==> src/rtl/dma_pkg.sv <==
// Shared definitions for the floppy DMA channel.
// Holds the sequencer state encoding, the transfer-type codes stored in the
// mode register, and the fixed controller-wide I/O port addresses.
package dma_pkg;

  // Sequencer states. One byte moves per pass through HOLD..S3.
  typedef enum logic [2:0] {
    ST_IDLE = 3'd0,
    ST_HOLD = 3'd1,
    ST_S1   = 3'd2,
    ST_S2   = 3'd3,
    ST_S3   = 3'd4
  } dma_state_e;

  // Transfer type, mode register bits [3:2]. 2'b11 is unused and moves no data.
  localparam logic [1:0] XFER_VERIFY  = 2'b00;
  localparam logic [1:0] XFER_DEV2MEM = 2'b01;
  localparam logic [1:0] XFER_MEM2DEV = 2'b10;

  // Channel number carried in bits [1:0] of mask and mode writes.
  localparam logic [1:0] CHAN_SEL = 2'd2;

  // Controller-wide ports, shared by all channels.
  localparam logic [19:0] STATUS_PORT = 20'h008;
  localparam logic [19:0] MASK_PORT   = 20'h00A;
  localparam logic [19:0] MODE_PORT   = 20'h00B;
  localparam logic [19:0] CLR_FF_PORT = 20'h00C;

endpackage

==> src/rtl/dma_chan_regs.sv <==
// CPU-visible register file of the floppy DMA channel.
// Purpose: decodes CPU reads/writes (only while aen=0), keeps the base and
// current address/count copies, page, mask, mode, byte-pointer flip-flop and
// terminal-count flag, and applies the per-byte update computed by the top.
// Optional feature: DMA_AUTOINIT_EN makes mode bit 4 (autoinit) take effect;
// without it the bit is accepted but always reads as 0.
// Ports:
//   clk, rst_n            clock, async active-low reset
//   a_in, d_in            CPU address / write data
//   ior_n, iow_n, aen     CPU strobes; aen=1 disables decoding
//   drq                   device request, reflected in the status byte
//   busy                  sequencer not idle; CPU writes are dropped
//   upd                   apply end-of-byte update this clock
//   reload                take current address/count from base copies
//   set_tc, set_mask      raise tc_flag / mask as part of the update
//   nxt_addr, nxt_cnt     incremented address / decremented count
//   d_out, d_oe           read data, held while ior_n stays low
//   cur_addr, cur_cnt     current address / count
//   page, mask            page bits 19:16, channel mask
//   xfer_type, autoinit   mode fields
// Every CPU access acts once, at the first clock its strobe is seen low;
// read data is captured there and held until the strobe rises.
module dma_chan_regs
  import dma_pkg::*;
#(
  parameter logic [19:0] CH_ADDR_PORT = 20'h004,
  parameter logic [19:0] CH_CNT_PORT  = 20'h005,
  parameter logic [19:0] CH_PAGE_PORT = 20'h081
) (
  input  logic        clk,
  input  logic        rst_n,
  input  logic [19:0] a_in,
  input  logic [7:0]  d_in,
  input  logic        ior_n,
  input  logic        iow_n,
  input  logic        aen,
  input  logic        drq,
  input  logic        busy,
  input  logic        upd,
  input  logic        reload,
  input  logic        set_tc,
  input  logic        set_mask,
  input  logic [15:0] nxt_addr,
  input  logic [15:0] nxt_cnt,
  output logic [7:0]  d_out,
  output logic        d_oe,
  output logic [15:0] cur_addr,
  output logic [15:0] cur_cnt,
  output logic [3:0]  page,
  output logic        mask,
  output logic [1:0]  xfer_type,
  output logic        autoinit
);

  logic [15:0] base_addr;
  logic [15:0] base_cnt;
  logic        byte_ff;
  logic        tc_flag;
  logic        ior_q;
  logic        iow_q;
  logic        rd_start;
  logic        wr_start;
  logic        rd_hit;
  logic        rd_two_byte;
  logic [7:0]  rd_data;

  assign rd_start = !aen && !ior_n && ior_q;
  assign wr_start = !aen && !iow_n && iow_q && !busy;

  always_comb begin
    rd_data     = 8'h00;
    rd_hit      = 1'b1;
    rd_two_byte = 1'b0;
    if (a_in == CH_ADDR_PORT) begin
      rd_data     = byte_ff ? cur_addr[15:8] : cur_addr[7:0];
      rd_two_byte = 1'b1;
    end else if (a_in == CH_CNT_PORT) begin
      rd_data     = byte_ff ? cur_cnt[15:8] : cur_cnt[7:0];
      rd_two_byte = 1'b1;
    end else if (a_in == CH_PAGE_PORT) begin
      rd_data = {4'h0, page};
    end else if (a_in == STATUS_PORT) begin
      rd_data = {1'b0, drq, 3'b000, tc_flag, 2'b00};
    end else begin
      rd_hit = 1'b0;
    end
  end

  always_ff @(posedge clk or negedge rst_n) begin
    if (!rst_n) begin
      ior_q     <= 1'b1;
      iow_q     <= 1'b1;
      d_out     <= 8'h00;
      d_oe      <= 1'b0;
      base_addr <= 16'h0000;
      base_cnt  <= 16'h0000;
      cur_addr  <= 16'h0000;
      cur_cnt   <= 16'h0000;
      page      <= 4'h0;
      mask      <= 1'b1;
      xfer_type <= XFER_VERIFY;
      autoinit  <= 1'b0;
      byte_ff   <= 1'b0;
      tc_flag   <= 1'b0;
    end else begin
      ior_q <= ior_n;
      iow_q <= iow_n;

      // Reads: capture once, hold until the strobe is released.
      if (rd_start && rd_hit) begin
        d_out <= rd_data;
        d_oe  <= 1'b1;
      end else if (ior_n) begin
        d_oe <= 1'b0;
      end
      if (rd_start && rd_two_byte) byte_ff <= ~byte_ff;
      if (rd_start && (a_in == STATUS_PORT)) tc_flag <= 1'b0;

      // Writes: both copies load together, byte chosen by the flip-flop.
      if (wr_start) begin
        if (a_in == CH_ADDR_PORT) begin
          if (byte_ff) begin
            base_addr[15:8] <= d_in;
            cur_addr[15:8]  <= d_in;
          end else begin
            base_addr[7:0] <= d_in;
            cur_addr[7:0]  <= d_in;
          end
          byte_ff <= ~byte_ff;
        end else if (a_in == CH_CNT_PORT) begin
          if (byte_ff) begin
            base_cnt[15:8] <= d_in;
            cur_cnt[15:8]  <= d_in;
          end else begin
            base_cnt[7:0] <= d_in;
            cur_cnt[7:0]  <= d_in;
          end
          byte_ff <= ~byte_ff;
        end else if (a_in == CH_PAGE_PORT) begin
          page <= d_in[3:0];
        end else if (a_in == MASK_PORT) begin
          if (d_in[1:0] == CHAN_SEL) mask <= d_in[2];
        end else if (a_in == MODE_PORT) begin
          if (d_in[1:0] == CHAN_SEL) begin
            xfer_type <= d_in[3:2];
`ifdef DMA_AUTOINIT_EN
            autoinit  <= d_in[4];
`else
            autoinit  <= 1'b0;
`endif
          end
        end else if (a_in == CLR_FF_PORT) begin
          byte_ff <= 1'b0;
        end
      end

      // End-of-byte update. Placed last so a terminal count wins over a
      // status read landing on the same clock.
      if (upd) begin
        if (reload) begin
          cur_addr <= base_addr;
          cur_cnt  <= base_cnt;
        end else begin
          cur_addr <= nxt_addr;
          cur_cnt  <= nxt_cnt;
        end
        if (set_tc)   tc_flag <= 1'b1;
        if (set_mask) mask    <= 1'b1;
      end
    end
  end

endmodule

==> src/rtl/dma_floppy_channel.sv <==
// Single-channel 8237-style DMA engine for a floppy controller.
// Purpose: on an unmasked drq, requests the bus (hrq), and after hlda moves
// one byte per request: S1 drives the address and dack_n, S2 holds the
// read/write strobes for WAIT_CYCLES clocks, S3 releases them and steps the
// address up and count down. Count 0000 is the last byte (tc).
// Optional feature: DMA_AUTOINIT_EN (see dma_chan_regs) reloads the current
// address/count from the base copies at terminal count and keeps the channel
// unmasked.
// Ports:
//   clk, rst_n                      clock, async active-low reset
//   a_in, d_in, ior_n, iow_n, aen   CPU register access
//   d_out, d_oe                     CPU read data / valid
//   drq, dack_n, tc                 device request / acknowledge / last byte
//   hrq, hlda                       bus hold request / acknowledge
//   a_out, a_oe                     memory address and its enable
//   memr_n, memw_n, dma_ior_n, dma_iow_n   bus strobes
//   dbg_state                       current sequencer state (dma_state_e)
// Handshake: hrq stays high from HOLD through S3; the byte is only started
// after hlda is seen high in HOLD, and hrq drops the clock after S3 (or after
// drq falls while still waiting in HOLD). All bus outputs decode directly
// from the state register, so reset releases them without a clock edge.
module dma_floppy_channel
  import dma_pkg::*;
#(
  parameter logic [19:0] CH_ADDR_PORT = 20'h004,
  parameter logic [19:0] CH_CNT_PORT  = 20'h005,
  parameter logic [19:0] CH_PAGE_PORT = 20'h081,
  parameter int          WAIT_CYCLES  = 2
) (
  input  logic        clk,
  input  logic        rst_n,
  input  logic [19:0] a_in,
  input  logic [7:0]  d_in,
  input  logic        ior_n,
  input  logic        iow_n,
  input  logic        aen,
  output logic [7:0]  d_out,
  output logic        d_oe,
  input  logic        drq,
  output logic        dack_n,
  output logic        tc,
  output logic        hrq,
  input  logic        hlda,
  output logic [19:0] a_out,
  output logic        a_oe,
  output logic        memr_n,
  output logic        memw_n,
  output logic        dma_ior_n,
  output logic        dma_iow_n,
  output logic [2:0]  dbg_state
);

  dma_state_e  state;
  dma_state_e  state_nxt;
  logic [3:0]  wait_cnt;
  logic [15:0] cur_addr;
  logic [15:0] cur_cnt;
  logic [3:0]  page;
  logic        mask;
  logic [1:0]  xfer_type;
  logic        autoinit;
  logic        term;
  logic        upd;

  assign term      = (cur_cnt == 16'h0000);
  assign upd       = (state == ST_S3);
  assign a_out     = {page, cur_addr};
  assign dbg_state = state;

  dma_chan_regs #(
    .CH_ADDR_PORT (CH_ADDR_PORT),
    .CH_CNT_PORT  (CH_CNT_PORT),
    .CH_PAGE_PORT (CH_PAGE_PORT)
  ) u_regs (
    .clk       (clk),
    .rst_n     (rst_n),
    .a_in      (a_in),
    .d_in      (d_in),
    .ior_n     (ior_n),
    .iow_n     (iow_n),
    .aen       (aen),
    .drq       (drq),
    .busy      (state != ST_IDLE),
    .upd       (upd),
    .reload    (term && autoinit),
    .set_tc    (term),
    .set_mask  (term && !autoinit),
    .nxt_addr  (cur_addr + 16'd1),
    .nxt_cnt   (cur_cnt - 16'd1),
    .d_out     (d_out),
    .d_oe      (d_oe),
    .cur_addr  (cur_addr),
    .cur_cnt   (cur_cnt),
    .page      (page),
    .mask      (mask),
    .xfer_type (xfer_type),
    .autoinit  (autoinit)
  );

  always_ff @(posedge clk or negedge rst_n) begin
    if (!rst_n) begin
      state    <= ST_IDLE;
      wait_cnt <= 4'd0;
    end else begin
      state <= state_nxt;
      // Loaded in S1 so S2 lasts exactly WAIT_CYCLES clocks.
      if (state == ST_S1)
        wait_cnt <= 4'(WAIT_CYCLES - 1);
      else if (state == ST_S2 && wait_cnt != 4'd0)
        wait_cnt <= wait_cnt - 4'd1;
    end
  end

  always_comb begin
    state_nxt = state;
    hrq       = 1'b1;
    dack_n    = 1'b1;
    a_oe      = 1'b0;
    tc        = 1'b0;
    memr_n    = 1'b1;
    memw_n    = 1'b1;
    dma_ior_n = 1'b1;
    dma_iow_n = 1'b1;
    case (state)
      ST_IDLE: begin
        hrq = 1'b0;
        if (drq && !mask) state_nxt = ST_HOLD;
      end
      ST_HOLD: begin
        if (!drq)      state_nxt = ST_IDLE;
        else if (hlda) state_nxt = ST_S1;
      end
      ST_S1: begin
        dack_n    = 1'b0;
        a_oe      = 1'b1;
        state_nxt = ST_S2;
      end
      ST_S2: begin
        dack_n = 1'b0;
        a_oe   = 1'b1;
        tc     = term;
        if (xfer_type == XFER_DEV2MEM) begin
          dma_ior_n = 1'b0;
          memw_n    = 1'b0;
        end else if (xfer_type == XFER_MEM2DEV) begin
          memr_n    = 1'b0;
          dma_iow_n = 1'b0;
        end
        if (wait_cnt == 4'd0) state_nxt = ST_S3;
      end
      ST_S3: begin
        a_oe      = 1'b1;
        state_nxt = ST_IDLE;
      end
      default: begin
        hrq       = 1'b0;
        state_nxt = ST_IDLE;
      end
    endcase
  end

endmodule

==> config.mk <==
export PLATFORM = sky130hd
export DESIGN_NAME = dma_floppy_channel
export DESIGN_NICKNAME = d
export VERILOG_FILES = /design/src/rtl/dma_pkg.sv /design/src/rtl/dma_chan_regs.sv /design/src/rtl/dma_floppy_channel.sv
export SDC_FILE = /design/constraint.sdc
export NUM_CORES = 1
export LEC_CHECK = 0
export BUFFER_PORTS_ARGS = -buffer_cell sky130_fd_sc_hd__buf_2
export CAP_MARGIN = 40
export CORE_ASPECT_RATIO = 1.2
export CORE_UTILIZATION = 55
export CTS_CLUSTER_SIZE = 16
export DETAILED_ROUTE_END_ITERATION = 8
export PLACE_DENSITY = 0.86
export SLEW_MARGIN = 30
export SYNTH_ARGS = -nofsm -noshare
export SYNTH_HDL_FRONTEND = slang
export SYNTH_SLANG_ARGS = --single-unit
==> constraint.sdc <==
create_clock -name clk -period 2.76 [get_ports clk]
set_input_delay 0.414 -clock clk [delete_from_list [all_inputs] [get_ports clk]]
set_output_delay 0.414 -clock clk [all_outputs]
set_load 0.02 [all_outputs]
# After elaboration in Yosys (flattened, before gate mapping)
# Index checks and enable logic that the tools add are counted.
# word_totals
register_bits	59
inputBits	35
word_cells	136
out_inout_bits	40
# op_classes
reduce_logical	36
n_eq_ne	19
n_bitwise	5
n_addsub	3
n_mux	58
# op_table
operator	n
two-way mux 16 bit	7
equality test 20 x 4 -> 1 bit (second input constant)	4
two-way mux 8 bit	7
equality test 20 x 3 -> 1 bit (second input constant)	2
two-way mux 1 bit	36
equality test 20 x 8 -> 1 bit (second input constant)	1
adder 16 x 1 -> 16 bit (second input constant)	1
zero test 16 bit	1
subtractor 16 x 1 -> 16 bit (second input constant)	1
two-way mux 3 bit	4
one-hot mux 3 bit (4 select lines)	1
AND reduction 4 bit	3
nonzero test 2 bit	6
logical AND 1 bit	10
AND reduction 3 bit	3
two-way mux 4 bit	2
two-way mux 7 bit	1
AND reduction 7 bit	1
equality test 3 x 2 -> 1 bit (second input constant)	2
inequality test 2 x 1 -> 1 bit (second input constant)	3
zero test 1 bit	5
inverter 1 bit	5
equality test 2 bit (second input constant)	2
zero test 4 bit	1
12 further kinds	12

# Depth between registers and ports, before layout
# depth
depth_word	12
depth_mapped	7

# Hierarchy
# Synthesis repeated with hierarchy kept, for this count alone.
# unflattened
hier_cells	470
hier_area_um2	5370.2
# modules_own_cells
mod	seq_area_each_um2	cells_each	n_inst	area_each_um2
dma_chan_regs	2105.8	334	1	4381.7
dma_floppy_channel	175.2	136	1	988.4

# Worst setup path before layout
# Ideal clock, no wire load.
# synth_timing
path_type	input to register
start	in a_in[14]
end	reg u_regs.cur_cnt[2]
setup_ns	0.123
path_stages	6
t_required_ns	2.637
path_buffers	2
slack_ns	0.123
t_arrival_ns	2.515
cell_sequence	or4_4 or4_4 buf_6 or4_4 buf_6 o221a_2
# synth_via
elab_chain_cells	3
elab_cells_between_ends	5
# synth_lines
element	line	text
start, declared	dma_floppy_channel.sv:32	input logic [19:0] a_in,
equality test 20 x 3 -> 1 bit (on tied branches)	dma_chan_regs.sv:121, dma_chan_regs.sv:130	
inequality test 2 x 1 -> 1 bit (no line) / nonzero test 2 bit (equally long branches)	--	
AND reduction 4 bit (no line) *	--	
end signal, assigned	dma_chan_regs.sv:136	cur_cnt[7:0] <= d_in;
end signal, assigned	dma_chan_regs.sv:162	cur_cnt <= base_cnt;
end signal, assigned	dma_chan_regs.sv:165	cur_cnt <= nxt_cnt;
end, declared	dma_chan_regs.sv:48	output logic [15:0] cur_cnt,
# Mark *: on every way between the ends. The rest lies on a longest branch, timed or not.
# A chain may end at the register's enable or synchronous reset.

# Final worst setup path
# layout_timing
start	reg u_regs.cur_cnt[10]
end	out tc
# layout_via
elab_chain_cells	2
# layout_lines
element	line	text
start signal, assigned	dma_chan_regs.sv:133	cur_cnt[15:8] <= d_in;
start signal, assigned	dma_chan_regs.sv:162	
start signal, assigned	dma_chan_regs.sv:165	
zero test 16 bit	dma_floppy_channel.sv:65	assign term = (cur_cnt == 16'h0000);
two-way mux 1 bit	dma_floppy_channel.sv:124	case (state)
end, declared	dma_floppy_channel.sv:41	output logic tc,
# Every way passes these cells.

==> flow_summary.toml <==
[place]
io_buffers = 74
place_hpwl_um = 8012
place_congestion = 0.9459
dpl_cell_area_sq_um = 4175
dp.cells = 549

[sta]
timing.final.crit_period_ps = 2551
worst_slew_pin_slew_ps = 527.5
finClkSkew_ps = 8.179
timing.final.crit_share_pct = 92.42
finalHoldViolations = 0
fin_tns_setup_ps = 0
slew_headroom_pct = 64.57
rsz0062_at_grt = "false"
finalSetupViolations = 0
max_freq_ghz = 0.3921
finalMaxSlewViolations = 0

[global_route]
grt_overflow = 0
grt_pass1_vias = 3529
track_usage_pct = 32.61
grt_max_degree = 23
antenna_found_initial = 0
grt_pass1_wl_um = 17520

[routing]
drc = 0
wire_per_inst_um = 18.99
wl_um = 10730
antenna_left = 0
vias = 3705
drt_iter0_markers = 318
viasPerCell = 6.558
drtPass1Iterations = 5

[setup_path]
worstPathMaxFanout = 4
critPathArrivalTime_ps = 2140
r2r_cells = 6
start_kind = "flip-flop"
worst-endpoint-required_ps = 2350
setup.worst_path.end_class = "output pin"
critPathKind = "reg2out"

[synthesis]
synth_xor_area_share_pct = 0.9605
synth-edff-count = 0
async_reset_ff_share_pct = 100.0
syn_inst = 390
synth_area_leaders = "dfrtp_1 (38%), nor2_1 (3.9%), mux2_2 (3.7%), mux2i_1 (3.6%), mux4_2 (3.1%)"
yosys.cell_types.count = 58
synthMuxAreaShare_pct = 10.36
yosys.area.top_type = "dfrtp_1"
yosysSeqAreaShare_pct = 40.58
netlist_area_sq_um = 3647
synth_ff_type = "dfrtp_1"
synthSimpleGateAreaFrac_pct = 24.32
synth_compound_area_share_pct = 18.04
syn_area_per_cell_sq_um = 9.352
synth_seq_cells = 59
synth-adder-area-share_pct = 1.029
ys_warn_count = 0
yosysTopAreaCellShare_pct = 38.42
syn-num-nets = 428
synth_top_family_by_area = "simple AND/OR/NAND/NOR gates"

[final_layout]
final_cell_mix = "buf_2 (74), dfrtp_1 (56), nor2_1 (38)"
final_cells = 565
fin_util_pct = 68.57
final_common_cell = "buf_2"
area_growth_pct = 20.45
drive_gt1_share_pct = 32.71
antennaDiodeCount = 0
postLayoutCellArea_sq_um = 4393
layout.nets = 513

[run]
maxCapViolations = 0

[power_and_ir_drop]
intPower_mw = 1.339
p_clk_share_pct = 45.9
p_per_area_nw_per_um2 = 403.7
power.share.combinational_pct = 5.1
p_sw_share_pct = 24.52
power.switching_mw = 0.4348
seq_power_share_pct = 49.0
vdd_ir_drop_max_uv = 288.5
power_leakage_nw = 2.020

[clocking]
clock_latency_ps = 350
cts_buffers = 9
htree_levels = 3
cts_tree = "done"
cts_buffer_depth = 2
clk_pin_slew_ps = 70
cts_setup_buffers = 0
cts.root.buffer_cell = "clkbuf_8"
clock-sinks = 59

[status]
status = "completed"

[floorplanning]
die_y_um = 91.21
fp.coreArea_sq_um = 6406
start_util_pct = 56.93
die_w_um = 76.34
placementRows = 32
die-area_sq_um = 6962
io-pin-count = 75

[hold_path]
hp-class = "in2async"
logic make-up (layout without fill, tap and decap cells):
kind of cell             after synthesis  in the layout
flip-flops                            59             59
XOR/XNOR                               4              4
multiplexers                          30             30
AND/OR/NAND/NOR                      164            164
adder cells (fa/ha/maj)                3              3
AO/OA/AOI/OAI                         93             93
buffers and inverters                 37            127
what timing repair did:
item / CTS / global route
gates resized for setup: 0 / 3
hold buffers: 0 / 0
endpoints found under the setup margin: 0 / 1
path summary, 6_finish.rpt:
path                                           end  slack, ps          startpoint
max in group asynchronous              u_regs.mask       2020               rst_n
min in group clk                      u_regs.iow_q        180               iow_n
worst min register to register         u_regs.d_oe        470         u_regs.d_oe
worst max-delay path                            tc        210  u_regs.cur_cnt[10]
worst min-delay path                   u_regs.d_oe         20               rst_n
worst max register to register  u_regs.cur_cnt[13]        420        dbg_state[2]
through the flow:
step                      hold WS (ps)  power, mW  setup WS, ps
after floorplan                  118.4     0.9050         122.9
final                            22.76      1.773         209.3
after global routing             60.94      1.816         85.44
after global placement           403.5     0.9715         82.87
after CTS                        42.84      1.774         105.2
after detailed placement         410.3     0.9734         39.98
synthesized netlist by cell type, types with 3 or more instances:
cell and instances:
a21oi_2 3, ha_1 3, xnor2_1 3, a211oi_1 5, a21oi_1 20, dfrtp_1 56, and3_1 7, nor3_1 15
nor2_1 38, o211ai_1 3, or3_1 4, nor4_1 12, o221a_2 8, o21ai_0 19, nand2_1 24, nand4_1 12
mux4_2 5, mux2_2 12, and4_1 3, nand3_1 21, a21o_1 7, nor3b_1 4, inv_1 16, or4_4 4
mux2i_1 13, o2bb2ai_1 5, or4_1 3, nand2b_1 4, or4_2 3, o22ai_1 4, clkbuf_1 14, dfstp_2 3
state kept, by name (all words and copies together) (netlist names), 2 cells and up:
signal and count:
u_regs.d_out 8, u_regs.page 4, u_regs.xfer_type 2, u_regs.cur_cnt 16
u_regs.cur_addr 16, wait_cnt 4, dbg_state 3
cell type report:
cell class,instances,area (sq um)
clock buffers,10,137.6
clock inverters,6,63.81
fillers,514,2013
inverters,16,60.06
multi-input cells,294,2017
flip-flops and latches,59,1480
well taps,85,106.4
repair buffers,95,528.0
per-layer routing:
layer  routed length (um)  track usage, %  vias to the layer above
met2                 5186           52.55                      210
li1                     -               -                     1655
met3                  880           6.633                       48
met4                  540           20.99                        0
met1                 4121           39.68                     1792
met5                    0               0                        -
critical path, cell delays in order, from the launching register on:
cell,delay [ps]
dfrtp_1,420
or4_1,610
nor3_2,170
nand2_1,110
nor4_2,270
buf_2,220
power by group through the flow:
stage / Sequential, mW / Clock [mW] / Combinational [mW]
4_1_cts: 0.868 / 0.816 / 0.0894
3_3_place_gp: 0.885 / 0 / 0.0870
3_5_place_dp: 0.885 / 0 / 0.0888
5_1_grt: 0.868 / 0.849 / 0.0983
2_1_floorplan: 0.885 / 0 / 0.0204
6_report: 0.868 / 0.815 / 0.0903
Note: power is estimated with default switching activity, not from simulation.
